$ cat config.mk
export PLATFORM = sky130hd
export DESIGN_NAME = controle_somador16
export DESIGN_NICKNAME = d
export VERILOG_FILES = /design/src/rtl/controle_somador16.sv
export SDC_FILE = /design/constraint.sdc
export NUM_CORES = 1
export LEC_CHECK = 0
export CAP_MARGIN = 20
export CORE_MARGIN = 2
export CORE_UTILIZATION = 50
export DETAILED_ROUTE_END_ITERATION = 6
export PLACE_DENSITY = 0.89
export SYNTH_ARGS = -nofsm -noshare
export SYNTH_HDL_FRONTEND = slang
export SYNTH_HIERARCHICAL = 1
export SYNTH_SLANG_ARGS = --single-unit
export TNS_END_PERCENT = 1
$ cat constraint.sdc
create_clock -name clk -period 5 [get_ports clk]
set_clock_uncertainty 0.1 [all_clocks]
set_input_delay 1.25 -clock clk [delete_from_list [all_inputs] [get_ports clk]]
set_output_delay 1.25 -clock clk [all_outputs]
set_load 0.05 [all_outputs]
$ cat src/rtl/controle_somador16.sv
// Nibble-serial add/subtract controller: one 4-bit ripple slice (four
// somadorcompleto cells) is sequenced over NIBBLES cycles to form a W-bit result.

module somadorcompleto (
  input  logic x,
  input  logic y,
  input  logic cin,
  output logic s,
  output logic cout
);
  assign s    = x ^ y ^ cin;
  assign cout = (x & y) | (cin & (x ^ y));
endmodule

module controle_somador16 #(
  parameter int NIBBLES = 4
) (
  input  logic                 clk,
  input  logic                 rst,
  input  logic                 start,
  input  logic                 sub,
  input  logic [4*NIBBLES-1:0] a,
  input  logic [4*NIBBLES-1:0] b,
  output logic                 ready,
  output logic                 busy,
  output logic                 done,
  output logic [4*NIBBLES-1:0] result,
  output logic                 co,
  output logic                 ovf
);
  localparam int W  = 4 * NIBBLES;
  localparam int IW = (NIBBLES > 1) ? $clog2(NIBBLES) : 1;

  typedef enum logic [1:0] {
    OCIOSO = 2'd0,
    SOMA   = 2'd1,
    FIM    = 2'd2
  } estado_t;

  estado_t         state_r;
  estado_t         state_s;
  logic [W-1:0]    opa_r;
  logic [W-1:0]    opb_r;
  logic [W-1:0]    result_r;
  logic            carry_r;
  logic            co_r;
  logic            ovf_r;
  logic [IW-1:0]   idx_r;

  logic [3:0]      nib_a_s;
  logic [3:0]      nib_b_s;
  logic [3:0]      sum_s;
  logic [4:0]      c_s;
  logic            last_s;

  // Subtraction arrives here already as a + ~b + 1, so the slice only ever adds.
  assign nib_a_s = opa_r[{idx_r, 2'b00} +: 4];
  assign nib_b_s = opb_r[{idx_r, 2'b00} +: 4];
  assign c_s[0]  = carry_r;
  assign last_s  = (idx_r == IW'(NIBBLES - 1));

  for (genvar i = 0; i < 4; i++) begin : g_slice
    somadorcompleto u_fa (
      .x   (nib_a_s[i]),
      .y   (nib_b_s[i]),
      .cin (c_s[i]),
      .s   (sum_s[i]),
      .cout(c_s[i+1])
    );
  end

  // Next-state decode.
  always_comb begin
    state_s = state_r;
    case (state_r)
      OCIOSO: begin
        if (start) state_s = SOMA;
        else       state_s = OCIOSO;
      end
      SOMA: begin
        if (last_s) state_s = FIM;
        else        state_s = SOMA;
      end
      FIM:     state_s = OCIOSO;
      default: state_s = OCIOSO;
    endcase
  end

  // State register and datapath: capture operands, then one nibble per edge.
  always_ff @(posedge clk or posedge rst) begin
    if (rst) begin
      state_r  <= OCIOSO;
      opa_r    <= {W{1'b0}};
      opb_r    <= {W{1'b0}};
      result_r <= {W{1'b0}};
      carry_r  <= 1'b0;
      co_r     <= 1'b0;
      ovf_r    <= 1'b0;
      idx_r    <= {IW{1'b0}};
    end else begin
      state_r <= state_s;
      case (state_r)
        OCIOSO: begin
          if (start) begin
            opa_r    <= a;
            opb_r    <= sub ? ~b : b;
            carry_r  <= sub;
            idx_r    <= {IW{1'b0}};
            result_r <= {W{1'b0}};
            co_r     <= 1'b0;
            ovf_r    <= 1'b0;
          end
        end
        SOMA: begin
          result_r[{idx_r, 2'b00} +: 4] <= sum_s;
          carry_r <= c_s[4];
          idx_r   <= idx_r + IW'(1);
          if (last_s) begin
            co_r  <= c_s[4];
            ovf_r <= c_s[3] ^ c_s[4];
          end
        end
        FIM: begin
          idx_r <= idx_r;
        end
        default: begin
          idx_r <= {IW{1'b0}};
        end
      endcase
    end
  end

  assign ready  = (state_r == OCIOSO);
  assign busy   = (state_r == SOMA) || (state_r == FIM);
  assign done   = (state_r == FIM);
  assign result = result_r;
  assign co     = co_r;
  assign ovf    = ovf_r;

endmodule

Word-level counts from Yosys, hierarchy flattened
Index checks and enable logic that the tools add are counted.
{"block": "totals", "regBits": 55, "word_cells": 65, "input_bits": 36}
{"block": "classes", "n_addsub": 2, "n_eq_ne": 5, "n_reduce_logical": 7, "muxes": 16, "bitwise_logic": 23, "n_shift": 4}
{"cell": "2-to-1 mux 16 bit", "count": 2}
{"cell": "one-hot mux 16 bit (2 select lines)", "count": 1}
{"cell": "variable part select 16 x 5 -> 4 bit", "count": 2}
{"cell": "bitwise mux 16 bit", "count": 1}
{"cell": "NOT 16 bit", "count": 1}
{"cell": "variable shift 4 x 6 -> 16 bit, first input constant", "count": 1}
{"cell": "variable part select 4 x 6 -> 16 bit", "count": 1}
{"cell": "XOR 1 bit", "count": 9}
{"cell": "AND 1 bit", "count": 8}
{"cell": "negator 4 -> 6 bit", "count": 1}
{"cell": "one-hot mux 1 bit (2 select lines)", "count": 3}
{"cell": "one-hot mux 2 bit (3 select lines)", "count": 1}
{"cell": "AND reduction 2 bit", "count": 3}
{"cell": "2-to-1 mux 1 bit", "count": 5}
{"cell": "== test 2 bit, second input constant", "count": 2}
{"cell": "2-to-1 mux 2 bit", "count": 2}
{"cell": "inequality test 2 bit, second input constant", "count": 2}
{"cell": "OR 1 bit", "count": 4}
{"cell": "one-hot mux 2 bit (2 select lines)", "count": 1}
{"cell": "AND reduction 3 bit", "count": 1}
{"cell": "adder 2 x 1 -> 2 bit, second input constant", "count": 1}
{"cell": "== test 2 x 1 -> 1 bit, second input constant", "count": 1}
{"cell": "logical NOT 2 bit", "count": 1}
{"cell": "nonzero test 2 bit", "count": 1}
{"cell": "2 further kinds", "count": 2}

Longest topological paths before layout
{"block": "logic_depth", "word_depth": 13, "depth_mapped": 10}

Cells and area by module
Netlist, hierarchy kept.
{"module": "controle_somador16", "n_inst": 1, "cells_each": 225, "seq_area_each_um2": 1376.3, "area_per_inst_um2": 2705.1}
{"module": "somadorcompleto", "n_inst": 4, "cells_each": 1, "seq_area_each_um2": 0.0, "area_per_inst_um2": 20.0}

Least setup slack after synthesis
Ideal clock, no wire load.
{"block": "synth_timing", "kind": "reg2reg", "start": "register idx_r[0]", "end": "register result_r[7] (netlist: result[7])", "setup_ns": 0.128, "slack_ns": 1.510, "path_stages_with_launch": 11, "required_time_ns": 4.772, "period_less_slack_ns": 3.490, "arrival_ns": 3.262, "path_cell_list": "dfrtp_1 buf_6 buf_6 mux4_2 fa_1 fa_1 fa_1 fa_1 nand3_1 nor2_1 mux2_1"}
{"block": "synth_between", "elab_chain_cells": 12}
{"element": "from (decl)", "line": "48", "rtl": "logic [IW-1:0] idx_r;"}
{"element": "from (signal assigned)", "line": "99", "rtl": "idx_r <= {IW{1'b0}};"}
{"element": "from (signal assigned)", "line": "108", "rtl": "idx_r <= {IW{1'b0}};"}
{"element": "from (signal assigned)", "line": "117", "rtl": "idx_r <= idx_r + IW'(1);"}
{"element": "variable part select 16 x 5 -> 4 bit (*)", "line": "57", "rtl": "assign nib_a_s = opa_r[{idx_r, 2'b00} +: 4];"}
{"element": "net nib_a_s[0]", "line": "50", "rtl": "logic [3:0] nib_a_s;"}
{"element": "XOR 1 bit", "line": "12", "rtl": "assign cout = (x & y) | (cin & (x ^ y));"}
{"element": "AND 1 bit", "line": "12"}
{"element": "OR 1 bit (*)", "line": "12"}
{"element": "net c_s[1]", "line": "53", "rtl": "logic [4:0] c_s;"}
{"element": "AND 1 bit (*)", "line": "12"}
{"element": "OR 1 bit (*)", "line": "12"}
{"element": "net c_s[2]", "line": "53"}
{"element": "AND 1 bit (*)", "line": "12"}
{"element": "OR 1 bit (*)", "line": "12"}
{"element": "net c_s[3]", "line": "53"}
{"element": "XOR 1 bit (*)", "line": "11", "rtl": "assign s = x ^ y ^ cin;"}
{"element": "net sum_s[3]", "line": "52", "rtl": "logic [3:0] sum_s;"}
{"element": "variable part select 4 x 6 -> 16 bit (*)", "line": "115", "rtl": "result_r[{idx_r, 2'b00} +: 4] <= sum_s;"}
{"element": "bitwise mux 16 bit (*)", "line": "115"}
{"element": "one-hot mux 16 bit (2 select lines) (*)", "line": "102", "rtl": "case (state_r)"}
{"element": "to (signal assigned)", "line": "95", "rtl": "result_r <= {W{1'b0}};"}
{"element": "to (signal assigned)", "line": "109", "rtl": "result_r <= {W{1'b0}};"}
{"element": "to (signal, indexed assignment)", "line": "115"}
{"element": "to (decl)", "line": "44", "rtl": "logic [W-1:0] result_r;"}
The timed path passes the listed nets; every way through them passes the cells marked *.
A chain may end at the register's enable or synchronous reset.

Worst setup path in the final report
{"block": "layout_timing", "start": "register idx_r[0]", "end": "register result_r[7] (netlist: result[7])"}
{"block": "layout_between", "elab_chain_cells": 12}
{"element": "variable part select 16 x 5 -> 4 bit (*)", "line": "58", "rtl": "assign nib_b_s = opb_r[{idx_r, 2'b00} +: 4];"}
{"element": "net nib_b_s[0]", "line": "51", "rtl": "logic [3:0] nib_b_s;"}
{"element": "XOR 1 bit", "line": "12"}
{"element": "AND 1 bit", "line": "12"}
{"element": "OR 1 bit (*)", "line": "12"}
{"element": "net c_s[1]", "line": "53"}
{"element": "AND 1 bit (*)", "line": "12"}
{"element": "OR 1 bit (*)", "line": "12"}
{"element": "net c_s[2]", "line": "53"}
{"element": "AND 1 bit (*)", "line": "12"}
{"element": "OR 1 bit (*)", "line": "12"}
{"element": "net c_s[3]", "line": "53"}
{"element": "XOR 1 bit (*)", "line": "11"}
{"element": "net sum_s[3]", "line": "52"}
{"element": "variable part select 4 x 6 -> 16 bit (*)", "line": "115"}
{"element": "bitwise mux 16 bit (*)", "line": "115"}
{"element": "one-hot mux 16 bit (2 select lines) (*)", "line": "102"}
Marks and branches as above.

==> out/metrics.cfg <==
[run_status]
status=finished clean

[timing]
worst_pin_slew_ns=0.832
fmax_mhz=279
period_minus_slack_ns=3.59
setup_viol=0
slew_headroom_pct=44.4
fin_ws_ns=1.41
rsz0062_at_grt=no
period_share_pct=71.8
setup_tns_ns=0
slew_viol_final=0
hold_viol=0

[cts]
path_clk_slew_ns=0.09
cts_resized=0
numCtsBuffers=5
post_cts_buffers=0
cts-htree-levels=2
clock_latency_ns=0.30
cts.sinks=55
cts_hold_buf=0
cts_tree=done
cts_buffer_depth=2
cts_root_buffer=clkbuf_8

[place]
preCtsSetupSlack_ns=1.42
placed_cells=348
io_buffers=56
finalWeightedCongestion=0.779
dpl-instance-area_mm2=0.00340
dp_hpwl_mm=3.97

[hold_path]
hold_depth=2
holdCritPathClass=reg2reg
worstHoldStart=opb_r[14]

[final_layout]
stdcell_area_mm2=0.00353
layout-drive-gt1-share_pct=14.4
nets=332
final_common_cell=clkdlybuf4s50_1
antennaDiodeCount=0
syn2layout_area_growth_pct=26.6
nFillCells=409
final_cell_mix=56 x clkdlybuf4s50_1, 55 x dfrtp_1, 27 x nand2_1
fin_cells=357

[global_routing]
top_usage_layer=met2
globalRoute.totalOverflow=0
grt_pass1_vias=1802
met1_usage_pct=23.3
track_usage_pct=17.9
grt_pass1_wl_mm=8.45
grt_start_max_net_pins=41
grt_use_met3_pct=3.91
met2_usage_pct=29.0
antenna_found_initial=0

[critical_path]
end_kind=register
r2r_start=idx_r[0]
r2r.worst_path.cells=8
crit_fanout=6
cp-startpoint=idx_r[0]
critPathRequiredTime_ns=5.09
cp.arrival_ns=3.68
critical_path_class=reg2reg
critPathLaunchType=register

[routing]
avgViaCountPerCell=5.11
drc=0
drt_wl_total_mm=5.17
drt-pass1-iter-count=4
wl_per_cell_um=14.5
ant_nets=0
drt_first_iter_violations=83
vias=1824

[synth]
synth_top_area_share_pct=49.4
synth_cell_types=34
synthCells=229
synth_seq_area_share_pct=49.4
synth_nets=277
synth_largest_area_cell=dfrtp_1
synth_edf_count=0
synth-seq-cells=55
synth_area_mm2=0.00279
synth_ff_type=dfrtp_1
synthArstFlopShare_pct=100
synthTopCellsByArea=dfrtp_1 49%, mux4_2 6.5%, mux2_2 5.7%, xnor2_1 5.0%, nand2_1 3.6%
synth.avg_cell_area_um2=12.2
yosysWarnings=6

[die]
die_h_um=78.6
dieArea_mm2=0.00618
core_mm2=0.00544
fp-row-count=27
initial_core_util_pct=51.2
io_pins=57
die_width_um=78.6

[pwr]
ir_drop_mv=0.308
power_w=0.00224
powerDensity_mw_per_mm2=637
p_leak_nw=1.50

[job]
drv_cap=0

critical path, stage by stage, from the launching register on:
cell	delay, ns
dfrtp_1	0.54
mux4_2	0.57
fa_1	0.44
fa_1	0.41
fa_1	0.44
fa_1	0.53
nand3_1	0.12
nor2_1	0.04
mux2_1	0.29
sequential cells by signal (all words and copies together), names as in the netlist:
name and count:
carry_r 1, co 1, idx_r 2, opa_r 16, opb_r 16, ovf 1, result 16, state_r 2
metal layers:
layer  wire (µm)  vias to the layer above  share of wire [%]
met1        2200                      857                 43
met4          91                        0                1.8
li1            -                      900                  -
met2        2650                       56                 51
met3         229                       11                4.4
met5           0                        -                  0
synthesized netlist by cell type (all sizes together), types with 2 or more instances:
| cell | n |
|---|---|
| nand4 | 2 |
| nor2 | 5 |
| nor3 | 2 |
| nand3b | 2 |
| mux4 | 8 |
| ha | 8 |
| o21ai | 18 |
| inv | 11 |
| clkbuf | 4 |
| mux2i | 4 |
| nand2 | 27 |
| fa | 4 |
| a21bo | 2 |
| buf | 8 |
| nand2b | 2 |
| a21boi | 2 |
| o2bb2ai | 8 |
| xnor2 | 16 |
| mux2 | 21 |
| dfrtp | 55 |
| nand3 | 12 |
cell type report:
type / instances / area, µm² / share of cell area [%]
sequential: 55 / 1380 / 39.0
clock buffer: 8 / 100 / 2.84
multi-input combinational: 151 / 1290 / 36.7
inverter: 11 / 41.3 / 1.17
timing repair buffer: 60 / 623 / 17.7
tap: 72 / 90.1 / 2.56
stage by stage:
step                      hold slack [ns]  utilization, %
after floorplan                     0.345               -
after global placement              0.361            62.1
after detailed placement            0.369            62.5
after CTS                           0.390            64.3
after global routing                0.406            64.8
final                               0.387            64.8
cells by family (layout without fill, tap and decap cells):
kind of cell	count (synthesis)	in the layout	synth area share, %
xor gates and xnor gates	17	17	5.35
adders and majority gates	12	12	6.47
and+or+nand+nor	58	58	10.6
AOI/OAI and AO/OA	31	31	7.55
muxes	33	33	16.5
DFF	55	55	49.4
buffers and inverters	23	79	4.09
path summary, 6_finish.rpt:
path / to / slack (ns)
max: result[7] / 1.41
min: opb_r[14] / 0.39
max reg2reg: result[7] / 1.41
min reg2reg: opb_r[14] / 0.39
max in group asynchronous: opa_r[0] / 3.15
min in group asynchronous: state_r[0] / 1.12
power breakdown:
| part | internal, W | total (W) | switching [W] |
|---|---|---|---|
| sequential | 0.000618 | 0.000739 | 0.000120 |
| combinational | 0.000556 | 0.00125 | 0.000689 |
| clock | 0.000127 | 0.000261 | 0.000134 |
Note: power is estimated with default switching activity, not from simulation.
